[src/rtl/spi_pkg.sv]
// Shared constants and types for the register-config SPI controller.
// Frame layout, MSB first: {rw, addr[6:0], data[7:0]}, rw = 1 for a write.
package spi_pkg;

  localparam int SPI_FRAME_W = 16;
  localparam int SPI_ADDR_W  = 7;
  localparam int SPI_DATA_W  = 8;
  localparam int SPI_RW_BIT  = 15;

  typedef enum logic [2:0] {
    IDLE  = 3'd0,
    SETUP = 3'd1,
    SHIFT = 3'd2,
    HOLD  = 3'd3,
    GAP   = 3'd4
  } spi_master_state_e;

  // Packed so the latched request doubles as the outgoing frame.
  typedef struct packed {
    logic                  we;
    logic [SPI_ADDR_W-1:0] addr;
    logic [SPI_DATA_W-1:0] wdata;
  } spi_req_t;

endpackage

[src/rtl/spi_clk_div.sv]
// Phase timer for the SPI controller: emits a one-cycle phase_end_o tick
// every CLK_DIV cycles while en_i is high, and sits at zero while disabled.
// Every controller phase is exactly CLK_DIV cycles long, so clearing the
// counter on each tick reloads it at every phase change.
module spi_clk_div #(
  parameter int CLK_DIV = 8
) (
  input  logic clk_i,
  input  logic rst_ni,
  input  logic en_i,
  output logic phase_end_o
);

  localparam int CW = (CLK_DIV > 1) ? $clog2(CLK_DIV) : 1;
  localparam logic [CW-1:0] LAST = CW'(CLK_DIV - 1);

  logic [CW-1:0] cnt_q;

  assign phase_end_o = en_i && (cnt_q == LAST);

  // Free-running phase count, cleared when idle or at the end of a phase.
  always_ff @(posedge clk_i or negedge rst_ni) begin
    if (!rst_ni) begin
      cnt_q <= '0;
    end else if (!en_i || phase_end_o) begin
      cnt_q <= '0;
    end else begin
      cnt_q <= cnt_q + 1'b1;
    end
  end

endmodule

[src/rtl/spi_master.sv]
// Controller end of the 4-wire register-config SPI link (mode 0, 16-bit frame).
// Optional build macro: SPI_MASTER_MISO_SYNC_EN adds a 2-FF synchroniser on
// miso_i ahead of the sample point; without it miso_i is sampled directly.
// CLK_DIV must be >= 4 (peripheral uses a 3-FF synchroniser on SCLK).
//
// Request handshake: a request transfers on the rising clk_i edge where
// req_valid_i && req_ready_o. req_ready_o is high only in IDLE; the request
// fields are captured on that edge and not looked at again for the frame.
// rsp_valid_o is a one-cycle pulse with no back-pressure.
module spi_master
  import spi_pkg::*;
#(
  parameter int CLK_DIV = 8
) (
  input  logic                  clk_i,
  input  logic                  rst_ni,
  input  logic                  req_valid_i,
  output logic                  req_ready_o,
  input  logic                  req_we_i,
  input  logic [SPI_ADDR_W-1:0] req_addr_i,
  input  logic [SPI_DATA_W-1:0] req_wdata_i,
  output logic                  rsp_valid_o,
  output logic [SPI_DATA_W-1:0] rsp_rdata_o,
  output logic                  busy_o,
  output logic                  sclk_o,
  output logic                  cs_o,
  output logic                  mosi_o,
  input  logic                  miso_i,
  output spi_master_state_e     dbg_state_o
);

  spi_master_state_e      state_q, state_d;
  spi_req_t               req;
  logic                   we_q;
  logic [SPI_FRAME_W-1:0] tx_q;
  logic [SPI_DATA_W-1:0]  rx_q;
  logic [4:0]             bit_cnt_q;
  logic                   sclk_q;
  logic                   rsp_valid_q;
  logic [SPI_DATA_W-1:0]  rsp_rdata_q;
  logic                   phase_end;
  logic                   accept;
  logic                   active;
  logic                   miso_s;

  assign req         = '{we: req_we_i, addr: req_addr_i, wdata: req_wdata_i};
  assign req_ready_o = (state_q == IDLE);
  assign accept      = req_valid_i && req_ready_o;
  assign active      = (state_q == SETUP) || (state_q == SHIFT) || (state_q == HOLD);
  assign busy_o      = (state_q != IDLE);
  // CS falls already in the accept cycle, so a held request sees CS high
  // for exactly the CLK_DIV GAP cycles between frames.
  assign cs_o        = !(active || accept);
  assign sclk_o      = sclk_q;
  assign mosi_o      = tx_q[SPI_FRAME_W-1];
  assign rsp_valid_o = rsp_valid_q;
  assign rsp_rdata_o = rsp_rdata_q;
  assign dbg_state_o = state_q;

`ifdef SPI_MASTER_MISO_SYNC_EN
  logic [1:0] miso_sync_q;

  // Two-stage synchroniser; the sample sits at the end of a CLK_DIV-long
  // high phase, so the two-cycle delay stays inside the stable window.
  always_ff @(posedge clk_i or negedge rst_ni) begin
    if (!rst_ni) begin
      miso_sync_q <= 2'b00;
    end else begin
      miso_sync_q <= {miso_sync_q[0], miso_i};
    end
  end

  assign miso_s = miso_sync_q[1];
`else
  assign miso_s = miso_i;
`endif

  spi_clk_div #(
    .CLK_DIV (CLK_DIV)
  ) u_clk_div (
    .clk_i       (clk_i),
    .rst_ni      (rst_ni),
    .en_i        (state_q != IDLE),
    .phase_end_o (phase_end)
  );

  // State register.
  always_ff @(posedge clk_i or negedge rst_ni) begin
    if (!rst_ni) begin
      state_q <= IDLE;
    end else begin
      state_q <= state_d;
    end
  end

  // Next-state: each phase lasts one divider period; SHIFT leaves after
  // the low half of bit 0.
  always_comb begin
    state_d = state_q;
    unique case (state_q)
      IDLE:    if (req_valid_i) state_d = SETUP;
      SETUP:   if (phase_end) state_d = SHIFT;
      SHIFT:   if (phase_end && !sclk_q && (bit_cnt_q == 5'd0)) state_d = HOLD;
      HOLD:    if (phase_end) state_d = GAP;
      GAP:     if (phase_end) state_d = IDLE;
      default: state_d = IDLE;
    endcase
  end

  // Frame datapath: SCLK toggling, MOSI shifting on SCLK fall, MISO capture
  // at the end of each high half, and the response pulse on GAP entry.
  always_ff @(posedge clk_i or negedge rst_ni) begin
    if (!rst_ni) begin
      we_q        <= 1'b0;
      tx_q        <= '0;
      rx_q        <= '0;
      bit_cnt_q   <= 5'd0;
      sclk_q      <= 1'b0;
      rsp_valid_q <= 1'b0;
      rsp_rdata_q <= '0;
    end else begin
      rsp_valid_q <= 1'b0;
      unique case (state_q)
        IDLE: begin
          if (accept) begin
            we_q      <= req.we;
            tx_q      <= req;
            bit_cnt_q <= 5'd15;
            sclk_q    <= 1'b0;
          end
        end
        SETUP: begin
          if (phase_end) sclk_q <= 1'b1;
        end
        SHIFT: begin
          if (phase_end) begin
            if (sclk_q) begin
              sclk_q <= 1'b0;
              rx_q   <= {rx_q[SPI_DATA_W-2:0], miso_s};
              if (bit_cnt_q != 5'd0) tx_q <= {tx_q[SPI_FRAME_W-2:0], 1'b0};
            end else if (bit_cnt_q != 5'd0) begin
              bit_cnt_q <= bit_cnt_q - 5'd1;
              sclk_q    <= 1'b1;
            end
          end
        end
        HOLD: begin
          if (phase_end) begin
            rsp_valid_q <= 1'b1;
            rsp_rdata_q <= we_q ? '0 : rx_q;
          end
        end
        default: begin
        end
      endcase
    end
  end

endmodule

[config.mk]
export PLATFORM = sky130hd
export DESIGN_NAME = spi_master
export DESIGN_NICKNAME = d
export VERILOG_FILES = /design/src/rtl/spi_pkg.sv /design/src/rtl/spi_clk_div.sv /design/src/rtl/spi_master.sv
export SDC_FILE = /design/constraint.sdc
export NUM_CORES = 1
export LEC_CHECK = 0
export CORE_ASPECT_RATIO = 1.4
export CORE_MARGIN = 8
export CORE_UTILIZATION = 35
export CTS_BUF_LIST = sky130_fd_sc_hd__clkbuf_16
export DETAILED_ROUTE_END_ITERATION = 7
export PLACE_DENSITY_LB_ADDON = 0.08
export SLEW_MARGIN = 20
export SYNTH_ARGS = -nofsm -noshare
export SYNTH_HDL_FRONTEND = slang
export SYNTH_SLANG_ARGS = --single-unit
[constraint.sdc]
create_clock -name clk_i -period 1.8 [get_ports clk_i]
set_clock_uncertainty 0.05 [all_clocks]
set_input_delay 0.27 -clock clk_i [delete_from_list [all_inputs] [get_ports clk_i]]
set_output_delay 0.27 -clock clk_i [all_outputs]
set_load 0.01 [all_outputs]
# ---- After elaboration in Yosys (flattened, before gate mapping)
# Cells that the tools add are included.
dict set report op_classes {
  add_sub_neg 2
  n_eq_ne 15
  mux 26
  n_reduce_logical 24
}
# op n
set ops {}
lappend ops {{$mux W16} 4}
lappend ops {{$pmux W16 S2} 1}
lappend ops {{$mux W5} 4}
lappend ops {{$mux W3} 6}
lappend ops {{$pmux W3 S5} 1}
lappend ops {{$reduce_and A5 Y1} 3}
lappend ops {{$ne A2 B2 Y1 const B} 7}
lappend ops {{$pmux W5 S2} 1}
lappend ops {{$mux W8} 1}
lappend ops {{$mux W1} 7}
lappend ops {{$eq A3 B2 Y1 const B} 2}
lappend ops {{$eq A3 B3 Y1 const B} 2}
lappend ops {{$ne A2 B1 Y1 const B} 3}
lappend ops {{$reduce_bool A3 Y1} 2}
lappend ops {{$logic_not A5 Y1} 1}
lappend ops {{$reduce_bool A5 Y1} 1}
lappend ops {{$sub A5 B1 Y5 const B} 1}
lappend ops {{$logic_and A1 B1 Y1} 4}
lappend ops {{$logic_or A1 B1 Y1} 4}
lappend ops {{$reduce_and A2 Y1} 2}
lappend ops {{$reduce_and A4 Y1} 1}
lappend ops {{$add A3 B1 Y3 const B} 1}
lappend ops {{$eq A3 B1 Y1 const B} 1}
lappend ops {{$logic_not A1 Y1} 3}
lappend ops {{other kinds (4)} 4}
dict set report word_totals {
  ff_bits 46
  in_bits 20
  wordCells 76
}

# ---- Logic depth before layout (Yosys ltp)
dict set report depth {
  ltp_word 6
  mapped_depth 8
}

# ---- By module
# From an unflattened synthesis, not the netlist that was laid out.
dict set report unflattened {
  cells_unflattened 198
  area_unflattened_um2 2268.4
}
# module n_inst cells_each area_each_um2
set modules_own_cells {}
lappend modules_own_cells {spi_master 1 189 2130.8}
lappend modules_own_cells {spi_clk_div 1 9 137.6}

# ---- Worst setup path after synthesis
# OpenSTA, ideal clock, no wires.
dict set report synth_path {
  path_type {flip-flop to flip-flop}
  startpoint {reg bit_cnt_q[0]}
  endpoint {reg tx_q[0]}
  setup_ns 0.125
  arrival_ns 1.616
  required_ns 1.625
  slack_ns 0.008
  path_stages_with_launch 8
  path_buffers 1
  synth_period_minus_slack_ns 1.792
  cell_sequence {dfrtp_1 inv_1 ha_1 nor4b_4 o21ai_2 and2_4 buf_6 mux2_4}
}
dict set report synth_via {
  elab_chain_cells 3
}
# item line
set synth_lines {}
lappend synth_lines {{from (decl)} spi_master.sv:37} ;# logic [4:0] bit_cnt_q;
lappend synth_lines {{from (signal assigned)} spi_master.sv:142} ;# bit_cnt_q <= bit_cnt_q - 5'd1;
lappend synth_lines {{$reduce_bool A5 Y1} spi_master.sv:140} ;# if (bit_cnt_q != 5'd0) tx_q <= {tx_q[SPI_FRAME_W-2:0], 1'b0};
lappend synth_lines {{$ne A2 B1 Y1 (no source line)} n/a}
lappend synth_lines {{$reduce_and A5 Y1 (no source line)} n/a}
lappend synth_lines {{to (signal assigned)} spi_master.sv:127} ;# tx_q <= req;
lappend synth_lines {{to (signal assigned)} spi_master.sv:140}
lappend synth_lines {{to (decl)} spi_master.sv:35} ;# logic [SPI_FRAME_W-1:0] tx_q;
# No other way between the ends.
# A chain may end at the register's enable or synchronous reset.

# ---- Final worst setup path
dict set report layout_path {
  startpoint {reg state_q[2] (netlist: dbg_state_o[2])}
  endpoint {out cs_o}
}
dict set report layout_via {
  elab_chain_cells 5
  word_cells_on_any_way 9
}
# item line
set layout_lines {}
lappend layout_lines {{from (decl)} spi_master.sv:32} ;# spi_master_state_e state_q, state_d;
lappend layout_lines {{from (signal assigned)} spi_master.sv:92} ;# state_q <= state_d;
lappend layout_lines {{$eq A3 B1 Y1 or $eq A3 B2 Y1 (tied branches)} spi_master.sv:49} ;# assign active = (state_q == SETUP) || (state_q == SHIFT) || (state_q == HOLD);
lappend layout_lines {{$logic_or A1 B1 Y1 (2 in series)} spi_master.sv:49}
lappend layout_lines {{$logic_or A1 B1 Y1 *} spi_master.sv:53} ;# assign cs_o = !(active || accept);
lappend layout_lines {{$logic_not A1 Y1 *} spi_master.sv:53}
lappend layout_lines {{to (decl)} spi_master.sv:26} ;# output logic cs_o,
# Mark *: on every way between the ends. The rest lies on a longest branch, timed or not.

==> key figures <==
Outcome
  – Outcome: finished, final reports clean

Yosys
  – Synth warnings: 0
  – Main area contributors after synthesis: dfrtp_1 54%, a21oi_1 7.7%, mux2i_1 7.0%
  – Most common cell in the netlist: dfrtp_1
  – Mapped Cells: between 150 and 200
  – Post-synth EDFFs: 0
  – Count of cell types in the netlist: 38
  – Primary FF master, synth: dfrtp_1
  – Post-synthesis sequential area ratio: a little over half
  – Async set-reset flop share out of synthesis: 100.0%
  – Area leader, netlist: dfrtp_1
  – Post-synth top cells: 46 x dfrtp_1, 33 x a21oi_1, 15 x mux2i_1
  – Avg Cell Area, Syn: 10.97 um2
  – Synth top area share: a little over half
  – Syn Nets: 219
  – Synthesis-stage register bit count: 46
  – Syn Std Cell Area: 2150 um2

Power and ir drop
  – Maximum vdd ir drop: between 700 and 800 uV
  – Leak Pwr: approximately 1.2 nW
  – P per Cell Area: ~1300 nW/um2
  – Tot Pwr: a little under 4 mW

Timing
  – Post-route clock period utilization: about 96%
  – Hold Vio Cnt, Final: 0
  – Setup violators final: 0
  – Max Slew Vio Count: 0
  – Worst-Margin Slew: 0.5778 ns
  – Max_slew headroom: 61.48%
  – Max Freq: roughly 0.58 GHz
  – Post-route minimum period: about 1.7 ns

Min path
  – Hold crit path type: reg -> reg
  – Beginning of the worst hold path: u_clk_div.cnt_q[0]

Final layout
  – Final net count: 271
  – Util after Layout: approximately half
  – Reg area: 1152 um2
  – Layout area overhead: 36.55%
  – Layout cell share with drive strength beyond 1: around a quarter
  – Post-route insts no fill: 320
  – Area of the multi-input gates: approximately 1000 um2
  – Fill cells: around 560
  – ANT cells: 0

Die
  – Die ar.: between 8000 and 9000 um2
  – Core Area: about 6000 um2
  – I/O pins: 37
  – Die X: between 80 and 90 um
  – Initial Util: between 30% and 40%
  – Number of cell rows: 34
  – Die H: 108.7 um

Critical path
  – Crit-path cells: buf_4 > or2_2 > dlygate4sd2_1
  – Crit path launch: dbg_state_o[2]
  – Critical Path Slowest Stage Cell: dfrtp_1
  – CP Launch Type: flop
  – Setup CP Type: reg -> out
  – Worst Path Arrival: 1.41 ns
  – Worst Setup End Kind: primary output
  – Worst r2r src: u_clk_div.cnt_q[0]
  – Max incr delay on CP: 0.39 ns
  – Crit path max fanout: 9
  – Critical path required time: ~1.5 ns

Clocking
  – # clock sinks: 46
  – Clk_lat worst skew: ~0.28 ns
  – CTS buffer count: 5
  – CTS tree: done
  – Clk pin slew, worst setup/hold paths: approximately 0.06 ns
  – CTS H-tree depth: 2
  – Clock buffer depth: 2
  – Clock Root Buffer: clkbuf_16

Route
  – Number of routed nets with antenna violations: 0
  – WL per Instance: about 15 um
  – Starting DRT DRC Count: between 40 and 50
  – DRT Wirelength: around 4800 um
  – Vias after detailed routing: 1618
  – First drt pass iteration count: 4
  – DRC viols: 0
  – Via density: approximately 5.1

Place
  – PortBufs: 36
  – Cell count after placement: between 300 and 400
  – Final HPWL DP: about 3400 um
  – Gpl congestion: 0.7839

Global routing
  – Vias in the first global route: approximately 1.7k
  – Initial antenna violation count: 0
  – GRT Total Usage: a little under an eighth
  – First-pass GRT wire length: 8114 um
  – Global route overflow: 0
  – Largest net degree at the start of global routing: 26

Flow run
  – Max Cap Viol: 0
==> routing by layer <==
metal / vias up / track usage [%] / wire length (um)
li1: 799 / - / -
met1: 792 / 13.55 / 2072
met5: - / 0 / 0
met4: 0 / 3.401 / 30
met3: 2 / 3.383 / 235
met2: 25 / 19.20 / 2427
==> layout make-up <==
| cell class | instances | area share [%] |
|---|---|---|
| timing repair buffer | 57 | 18.54 |
| clock inverter | 2 | 0.3836 |
| tap | 72 | 3.069 |
| multi-input combinational | 134 | 33.97 |
| inverter | 4 | 0.5115 |
| clock buffer | 5 | 4.263 |
| sequential | 46 | 39.26 |
==> stage by stage <==
step | worst slack [ns] | area [um2] | setup TNS (ns) | hold slack, ns
5_1_grt | -0.02168 | 2935 | -0.02168 | 0.4218
3_3_place_gp | -0.09488 | 2695 | -0.09488 | 0.2402
3_5_place_dp | -0.1066 | 2695 | -0.1187 | 0.2442
6_report | 0.06695 | 2935 | 0 | 0.3902
2_1_floorplan | 0.008396 | 2150 | 0 | -0.07559
4_1_cts | 0.002709 | 2843 | 0 | 0.3914
==> critical path, delay by kind of cell (launching register included) <==
kind | cells | cell delay (ns)
buffers and inverters | 2 | 0.46
and+or+nand+nor | 1 | 0.29
DFF | 1 | 0.39
==> placed cells by master, fill, tap and decap left out, types with 3 or more instances in the layout <==
cell / count
o21ai_0: 11
nor3_1: 4
nand2_1: 13
inv_1: 5
mux2_2: 9
clkbuf_16: 5
buf_4: 16
dlygate4sd2_1: 3
nor2_1: 6
a21oi_2: 9
dfrtp_1: 45
clkdlybuf4s50_1: 32
mux2i_1: 15
nor3b_1: 3
nand2b_1: 9
a21oi_1: 24
==> path summary, 6_finish.rpt <==
check | slack (ns) | depth (start not counted) | endpoint
max | 0.07 | 3 | cs_o
min | 0.39 | 1 | u_clk_div.cnt_q[0]
max reg2reg | 0.08 | 6 | bit_cnt_q[2]
min reg2reg | 0.39 | 1 | u_clk_div.cnt_q[0]
max in group asynchronous | 0.70 | 3 | rx_q[1]
min in group asynchronous | 0.47 | 2 | u_clk_div.cnt_q[0]
==> kinds of logic after synthesis <==
kind of cell / count (synthesis) / share of synthesized area [%]
AOI/OAI and AO/OA: 55 / 14.20
xor gates and xnor gates: 1 / 0.4075
adders and majority gates: 3 / 1.746
buffers and inverters: 16 / 3.841
DFF: 46 / 53.55
muxes: 25 / 12.40
and+or+nand+nor: 50 / 13.85
==> state kept, by name, summed over array words and instances, names as in the netlist <==
signal           cells
tx_q                16
rsp_rdata_o          8
rx_q                 8
bit_cnt_q            5
dbg_state_o          3
u_clk_div.cnt_q      3
rsp_valid_o          1
sclk_o               1
we_q                 1
==> report_power, final <==
group          internal, mW  switching, mW  leakage [nW]  total, mW
logic                 0.757          0.723         0.603       1.48
clock network         0.501          0.364        0.0671      0.865
registers              1.34          0.238         0.564       1.57
total                  2.59           1.32          1.23       3.92
==> repair_timing <==
action	CTS	global route
setup endpoints to repair	5	22
hold buffers	1	0
hold endpoints to repair	21	0
pin swaps	0	1
gates resized for setup	5	20
setup buffers	0	1
Note: power is estimated with default switching activity, not from simulation.
